<file path="src/rtl/shift_reg_arbiter.sv">
// shift_reg_arbiter
//   Two requesters share one WIDTH-bit shift register. A granted requester's
//   parallel word is loaded and sent MSB first on sout over WIDTH cycles.
//   Back-to-back words leave no idle bubble. A 1-bit round-robin pointer
//   resolves contention.
// Ports:
//   clk        - clock; all state changes on its rising edge
//   rst        - synchronous active-high reset
//   req[1:0]   - level request per requester, held until its gnt is seen
//   ins0/ins1  - parallel words from requester 0 / 1, sampled at load
//   gnt[1:0]   - one-hot grant, high during the first cycle of a word
//   outs       - shared register contents
//   sout       - serial data (outs MSB)
//   sout_valid - sout carries a payload bit
//   busy       - high while shifting
//   done       - high during the last payload bit of a word
module shift_reg_arbiter #(
  parameter int WIDTH = 4
) (
  input  logic             clk,
  input  logic             rst,
  input  logic [1:0]       req,
  input  logic [WIDTH-1:0] ins0,
  input  logic [WIDTH-1:0] ins1,
  output logic [1:0]       gnt,
  output logic [WIDTH-1:0] outs,
  output logic             sout,
  output logic             sout_valid,
  output logic             busy,
  output logic             done
);

  localparam int CW = $clog2(WIDTH);
  localparam logic [CW-1:0] LAST = CW'(WIDTH - 1);

  typedef enum logic {IDLE, SHIFT} state_t;

  state_t         state;
  logic [CW-1:0]  cnt;
  logic           ptr;

  logic             win;
  logic [WIDTH-1:0] win_word;

  // Winner: a lone requester wins outright; on contention the pointer decides.
  always_comb begin
    win = 1'b0;
    case (req)
      2'b10:   win = 1'b1;
      2'b11:   win = ptr;
      default: win = 1'b0;
    endcase
    win_word = win ? ins1 : ins0;
  end

  assign sout = outs[WIDTH-1];

  always_ff @(posedge clk) begin
    if (rst) begin
      state      <= IDLE;
      outs       <= '0;
      gnt        <= '0;
      cnt        <= '0;
      ptr        <= 1'b0;
      sout_valid <= 1'b0;
      busy       <= 1'b0;
      done       <= 1'b0;
    end else begin
      gnt <= '0;
      // Arbitration happens in IDLE and on the edge that ends the last bit,
      // so a waiting requester follows without a gap.
      if (state == IDLE || cnt == LAST) begin
        if (|req) begin
          state      <= SHIFT;
          outs       <= win_word;
          gnt        <= win ? 2'b10 : 2'b01;
          cnt        <= '0;
          ptr        <= ~win;
          sout_valid <= 1'b1;
          busy       <= 1'b1;
          done       <= 1'b0;
        end else begin
          state      <= IDLE;
          outs       <= '0;
          cnt        <= '0;
          sout_valid <= 1'b0;
          busy       <= 1'b0;
          done       <= 1'b0;
        end
      end else begin
        outs <= {outs[WIDTH-2:0], 1'b0};
        cnt  <= cnt + 1'b1;
        done <= (cnt + 1'b1) == LAST;
      end
    end
  end

endmodule

</file>
<file path="config.mk">
export PLATFORM = sky130hd
export DESIGN_NAME = shift_reg_arbiter
export DESIGN_NICKNAME = d
export VERILOG_FILES = /design/src/rtl/shift_reg_arbiter.sv
export SDC_FILE = /design/constraint.sdc
export NUM_CORES = 1
export LEC_CHECK = 0
export CAP_MARGIN = 0
export CORE_AREA = 5 5 42 44
export DETAILED_ROUTE_END_ITERATION = 7
export DIE_AREA = 0 0 47 49
export GPL_TIMING_DRIVEN = 0
export PLACE_DENSITY = 0.74
export SYNTH_ARGS = -nofsm -noshare
export SYNTH_HDL_FRONTEND = slang
export SYNTH_SLANG_ARGS = --single-unit
export TNS_END_PERCENT = 5
</file>
<file path="constraint.sdc">
create_clock -name clk -period 1.8 [get_ports clk]
set_input_delay 0.36 -clock clk [delete_from_list [all_inputs] [get_ports clk]]
set_output_delay 0.36 -clock clk [all_outputs]
set_load 0.05 [all_outputs]
</file>
# --- Word-level counts from Yosys, hierarchy flattened ---
# Index checks and enable logic that the tools add are counted.
totals:
  ff_bits: 11
  latch_bits: 0
  mem_bits_rw: 0
  romBits: 0
  inputBits: 12
  word_cells: 27
  memories: 0
classes:
  n_addsub: 1
  n_mul: 0
  n_div: 0
  order_cmp: 0
  eq_ne: 4
  n_shift: 0
  mux: 6
  bitwise: 4
  reduce_logical: 5
ops:
  columns: ["op", "n"]
  rows:
  - ["$mux W4", 3]
  - ["$eq A2 B2 Y1 const B", 4]
  - ["$not A1 Y1", 4]
  - ["$reduce_or A2 Y1", 2]
  - ["$reduce_or A3 Y1", 1]
  - ["$add A2 B1 Y2 const B", 1]
  - ["$mux W2", 1]
  - ["$pmux W1 S2", 1]
  - ["$reduce_and A2 Y1", 1]
  - ["$logic_or A1 B1 Y1", 1]
  - ["$mux W1", 1]

# --- Logic depth before layout (Yosys ltp) ---
depth:
  word_depth: 5
  depth_mapped: 5
  depth_no_buf: 4

# --- Least setup slack after synthesis ---
# No wires, ideal clock.
synth_timing:
  path_kind: "flip-flop to output port"
  from: "reg state (netlist name)"
  to: "out sout_valid"
  arrival_ns: 0.951
  t_required_ns: 1.440
  path_slack_ns: 0.489
  stages_incl_launch_ff: 2
  path_buffers: 1
  cell_sequence: "dfxtp_1 -> buf_4"
synth_lines:
  columns: ["item", "line", "rtl"]
  rows:
  - ["to (decl)", "28", "output logic sout_valid,"]

# --- Worst setup path in the final report ---
layout_timing:
  from: "reg outs[1]"
  to: "out outs[1]"
layout_lines:
  columns: ["item", "line", "rtl"]
  rows:
  - ["from (decl)", "26", "output logic [WIDTH-1:0] outs,"]
  - ["from (signal assigned)", "75", "outs <= win_word;"]
  - ["from (signal assigned)", "91", "outs <= {outs[WIDTH-2:0], 1'b0};"]
# No word-level cell between the ends.

==> flow_summary.toml <==
[synth]
synth_warnings = 0
synth_fa_ha_area_share_pct = 4.82
synth_fp_nets = 67
synth-simple-area-share_pct = 19.8
synth_compound_area_share_pct = 21.4
postSynthRegisterBits = 11
synth_top_area_share_pct = 42.4
synth.area.top_cells = "sky130_fd_sc_hd__dfxtp_1 42%, sky130_fd_sc_hd__a31oi_1 7.2%, sky130_fd_sc_hd__and4bb_1 7.2%"
synth_cell_type_count = 19
seq_area_frac_synth_pct = 42.4
synth_edf_count = 0
synth.largest_area_cell = "sky130_fd_sc_hd__dfxtp_1"
cells_after_synth = 53
syn-cell-area_um2 = 519
syn_avg_cell_area_um2 = 9.80
yosys.area_share.xor_xnor_pct = 0
post_synth_mux_area_share_pct = 0
dominantRegCellSynth = "sky130_fd_sc_hd__dfxtp_1"
combinational_family_with_the_most_area_after_synthesis = "compound AO/OA/AOI/OAI gates"
synth_async_sr_flop_share_pct = 0

[grt]
grt_pass1_vias = 463
grt_first_pass_wirelength_mm = 1.81
globalRoute.totalOverflow = 0
grt.busiest_layer = "met2"
grt.met1_usage_pct = 11.9
met3_usage_pct = 2.21
antenna_violations_before_repair = 0
gr-usage-met2_pct = 17.2
globalRouteTotalUtil_pct = 10.8
grt_max_degree = 11

[run]
timing.max_cap.violations = 0

[worst_setup_path]
r2r_start = "cnt[0]$_SDFF_PP0_"
required_ps = 1440
timing.critical_path.arrival_ps = 1410
setup.worst_path.end_class = "output pin"
worst-r2r-cell-count = 5
critPathLaunchType = "flip-flop"
cell_chain_critical_path = "clkdlybuf4s50_1"
critical_path.slowest_cell = "sky130_fd_sc_hd__clkdlybuf4s50_1"
path_buf_inv = 1
timing.critical_path.slowest_cell_delay_ps = 810
regToRegSetupSlack_ps = 590
cpLargestDelayFamily = "buffers and inverters"
path_class = "flip-flop to output pin"
r2r-end = "ptr$_SDFFE_PP0P_"
critPathMaxFanout = 2

[clock_tree]
cts_buf_count = 3
clockRootBuffer = "sky130_fd_sc_hd__clkbuf_4"
cts_setup_buffers = 0
clock_path_buffers = 2
clk_latency_ps = 270
cts_tree = "yes"
clkTransAtPathRegs_ps = 70
htreeDepth = 1
holdBufCountCts = 0
numClockSinks = 11

[timing]
worst-slew-pin-transition_ps = 508
clock-skew-final_ps = 7.07
layout_min_cycle_time_ps = 1770
timing.final.crit_share_pct = 98.6
final-hold-violation-count = 0
rsz0062_at_grt = "false"
report.final.setup_viol = 0
max_freq_ghz = 0.563
timing.final.ws_setup_ps = 25.1
hold_slack_ps = 276
finalMaxSlewViolations = 0
timing.max_slew.rel_slack_pct = 66.0
tns_ps = 0

[pwr]
total_power_uw = 578
power_leakage_nw = 0.340
maximum_vdd_ir_drop_v = 0.000483
power.density_nw_per_um2 = 765

[die]
num_io_pins = 22
die-width_um = 47
fp-row-count = 14
initial_core_util_pct = 37.1
die_area_um2 = 2300
chipHeight_um = 49
design.core.area_um2 = 1400

[place]
buffer_ports.inserted = 19
pre_cts_slack_ps = 136
place.gp.congestion = 0.717
dpl-instance-area_um2 = 729
placed_cells = 88
dp_hpwl_um = 894

[route]
first_pass_iters = 4
vias_per_cell = 5.12
drcViolationCount = 0
vias = 471
route.detailed.wl_per_inst_um = 12.5
postRouteWirelength_mm = 1.15
dr_iter_0_viols = 10
antenna_violating_nets_post_route = 0

[cells_and_area]
drive_gt1_share_pct = 15.8
antenna_diode_instance_count = 0
stdcell_count = 92
final_common_cell = "sky130_fd_sc_hd__clkdlybuf4s50_1"
finalInstanceArea_um2 = 756
syn2layout_area_growth_pct = 45.5
layout_common_cells = "14 x sky130_fd_sc_hd__clkdlybuf4s50_1, 11 x sky130_fd_sc_hd__dfxtp_1, 6 x sky130_fd_sc_hd__a21oi_1, 6 x sky130_fd_sc_hd__a31oi_1"
final_net_count = 91
final_core_utilization_pct = 53.9

[hold_path]
holdCritStartpoint = "rst"
hold-path-cell-count = 2
hold_path.class = "input pin to flip-flop"
timing.hold.worst_endpoint = "ptr$_SDFFE_PP0P_"

[status]
status = "complete, no violations"
[what timing repair did]
item / CTS / global route
resized for setup: 3 / 2
endpoints found under the hold margin: 0 / 0
endpoints found under the setup margin: 3 / 2
gates cloned: 0 / 0
[cell families (layout without fill, tap and decap cells)]
group                      after synthesis  count (layout)
adders and majority gates                2               2
DFF                                     11              11
AOI/OAI and AO/OA                       18              18
and+or+nand+nor                         14              14
buffers and inverters                    8              31
[worst max path at each step]
stage / startpoint / slack (ps) / depth (start not counted) / endpoint
6_report: outs[1]$_SDFF_PP0_ / 30 / 1 / outs[1]
5_1_grt: outs[3]$_SDFF_PP0_ / 9 / 1 / sout
4_1_cts: outs[1]$_SDFF_PP0_ / 10 / 1 / outs[1]
3_5_place_dp: state$_SDFFE_PP0N_ / 140 / 2 / sout_valid
3_3_place_gp: state$_SDFFE_PP0N_ / 150 / 2 / sout_valid
2_1_floorplan: state$_SDFFE_PP0N_ / 490 / 1 / sout_valid
[cells in the mapped netlist (2+ instances only)]
master,instances
sky130_fd_sc_hd__a21oi_1,6
sky130_fd_sc_hd__a31oi_1,6
sky130_fd_sc_hd__and4bb_1,3
sky130_fd_sc_hd__buf_4,2
sky130_fd_sc_hd__buf_6,3
sky130_fd_sc_hd__dfxtp_1,11
sky130_fd_sc_hd__ha_1,2
sky130_fd_sc_hd__inv_1,3
sky130_fd_sc_hd__nand2b_1,2
sky130_fd_sc_hd__nand3_1,2
sky130_fd_sc_hd__nor3_1,3
sky130_fd_sc_hd__o21ai_0,3
[registers in the layout (all words and copies together), names as in the netlist]
name	count
cnt	2
outs	4
ptr	1
state	1
gnt	2
done	1
[report_power, final]
part           switching (mW)  internal [mW]
clock network          0.0828         0.0858
logic                  0.0814         0.0627
registers             0.00875          0.256
total                   0.173          0.405
[routing by layer]
layer | part of all wire [%] | wire length, um | up-vias
met5 | 0 | 0 | -
met4 | 1.9 | 22 | 0
met3 | 7.6 | 88 | 4
met2 | 50 | 571 | 16
met1 | 41 | 471 | 213
li1 | - | - | 238
[cell type report]
| class | count | area [um2] |
|---|---|---|
| Clock buffer | 4 | 26.3 |
| Multi-Input combinational cell | 34 | 239 |
| Tap cell | 16 | 20.0 |
| Inverter | 3 | 11.3 |
| Timing Repair Buffer | 19 | 190 |
| Fill cell | 144 | 646 |
| Sequential cell | 11 | 220 |
| Buffer | 5 | 48.8 |
(Power assumes the default switching activity.)
==> RTL change (same flow settings) <==
The parameter `WIDTH` goes from 4 to 2.
--- a/src/rtl/shift_reg_arbiter.sv
+++ b/src/rtl/shift_reg_arbiter.sv
@@ -17,3 +17,3 @@
 module shift_reg_arbiter #(
-  parameter int WIDTH = 4
+  parameter int WIDTH = 2
 ) (
Ports: changed (resized ins0, ins1 and outs); port bits go from 22 to 16. No check against the original RTL was run, so the function may have changed too.
==> RTL change against the unedited design <==
- highest routed layer is now met3
- sequential cell count shrank 4
- routed wire length shrank 41%
- final area shrank 36%
- sequential share of layout area shrank 0.20 points
- worst hold slack gained 220 ps
- clock skew shrank 5.6 ps
- critical path type unchanged
- via count shrank 42%
- largest power group unchanged
- fmax grew 2.1%
- total power shrank 23%
- synthesized area shrank 44%
- setup slack gained 36 ps
- critical path depth is the same
==> RTL change: results <==
{
  "outcome": "finished clean",
  "clk_pin_slew_worst_paths_ps": 50,
  "min_path_type": "flop to flop",
  "synth_cell_types": 17,
  "gr-usage-all-layers_pct": 7.05,
  "dr_wl_met3_um": 93,
  "grt_pass1_wl_um": 1060,
  "grt_max_degree": 7,
  "grt_pass1_vias": 262,
  "synthAdderAreaFrac_pct": 0,
  "finalNetCount": 57,
  "routed_wirelength_um": 677,
  "synth_compound_area_share_pct": 20.7,
  "wl_met2_um": 321,
  "drt-initial-drc-count": 1,
  "drtPass1Iterations": 2,
  "drive_above_1_share_pct": 20.8,
  "top_regs": "gnt: 2 flops, outs: 2 flops",
  "wl_met1_um": 262,
  "antennaDiodeCount": 0,
  "port_buffers": 15,
  "p_leak_nw": 0.208,
  "num_vias": 272,
  "clock_skew_ps": 1.43,
  "synth-seq-area-share_pct": 48.3,
  "syn_nets": 37,
  "synth_area_leaders": "dfxtp_1, a21oi_1, buf_4, nand2b_4, and4bb_1",
  "clk_latency_ps": 250,
  "top_layer": "met3",
  "tightest_slew_ps": 504,
  "place_congestion": 0.645,
  "peakVddDrop_mv": 0.317,
  "synthXorXnorAreaFrac_pct": 0
}
-- RTL change: changes by cell type in the layout (fill, tap and decap cells not counted), moves of 2 or more --
cell / change
buf_6: -3
clkdlybuf4s50_1: -3
inv_1: -2
nor3_1: -3
and4bb_1: -2
ha_1: -2
a31oi_1: -5
dfxtp_1: -4
-- RTL change: layer usage --
layer	global-route usage, %	vias to the layer above
met5	0	-
met4	5.53	0
met3	5.54	0
met2	9.95	13
met1	6.39	117
li1	-	142
-- RTL change: where the power goes --
group          switching (mW)  internal, mW
Clock                  0.0549        0.0844
Combinational          0.0773        0.0527
Sequential            0.00809         0.168
-- RTL change: worst reg2reg max path: stages, from the launching register on --
cell and delay [ps]:
dfxtp_1 350, and2b_1 220, o21ai_0 200, a21oi_1 90
-- RTL change: path summary, 6_finish.rpt --
check | from | endpoint | depth (start not counted)
max | outs[0]$_SDFF_PP0_ | outs[0] | 1
min | ptr$_SDFFE_PP0N_ | ptr$_SDFFE_PP0N_ | 1
max reg2reg | ptr$_SDFFE_PP0N_ | outs[1]$_SDFF_PP0_ | 3
min reg2reg | ptr$_SDFFE_PP0N_ | ptr$_SDFFE_PP0N_ | 1
-- RTL change: metrics by stage --
stage / std cells / area [um^2] / worst slack [ps] / util [%] / hold slack, ps
finish: 64 / 484 / 61.6 / 34.6 / 492
global route: 64 / 484 / 16.1 / 34.6 / 548
CTS: 64 / 482 / 27.8 / 34.4 / 494
detailed placement: 60 / 460 / 128 / 32.9 / 479
global placement: 60 / 460 / 134 / 32.9 / 469
floorplan: 29 / 290 / 460 / - / 432
-- RTL change: timing repair --
action	4_1_cts	5_1_grt
endpoints found under the setup margin	3	1
endpoints found under the hold margin	0	0
gates resized for setup	3	1
-- RTL change: final cells by class --
cell class	instances	area [um^2]
clock buffer	4	26.3
buffer	2	15.0
inverter	1	3.75
tap	16	20.0
timing repair buffer	15	148
fill	156	917
sequential	7	140
multi-input combinational	19	131
-- RTL change: cells by family (layout without fill, tap and decap cells) --
kind of cell	after synthesis	in the layout
AO/OA/AOI/OAI	10	10
buffers and inverters	3	22
flip-flops	7	7
AND/OR/NAND/NOR	9	9
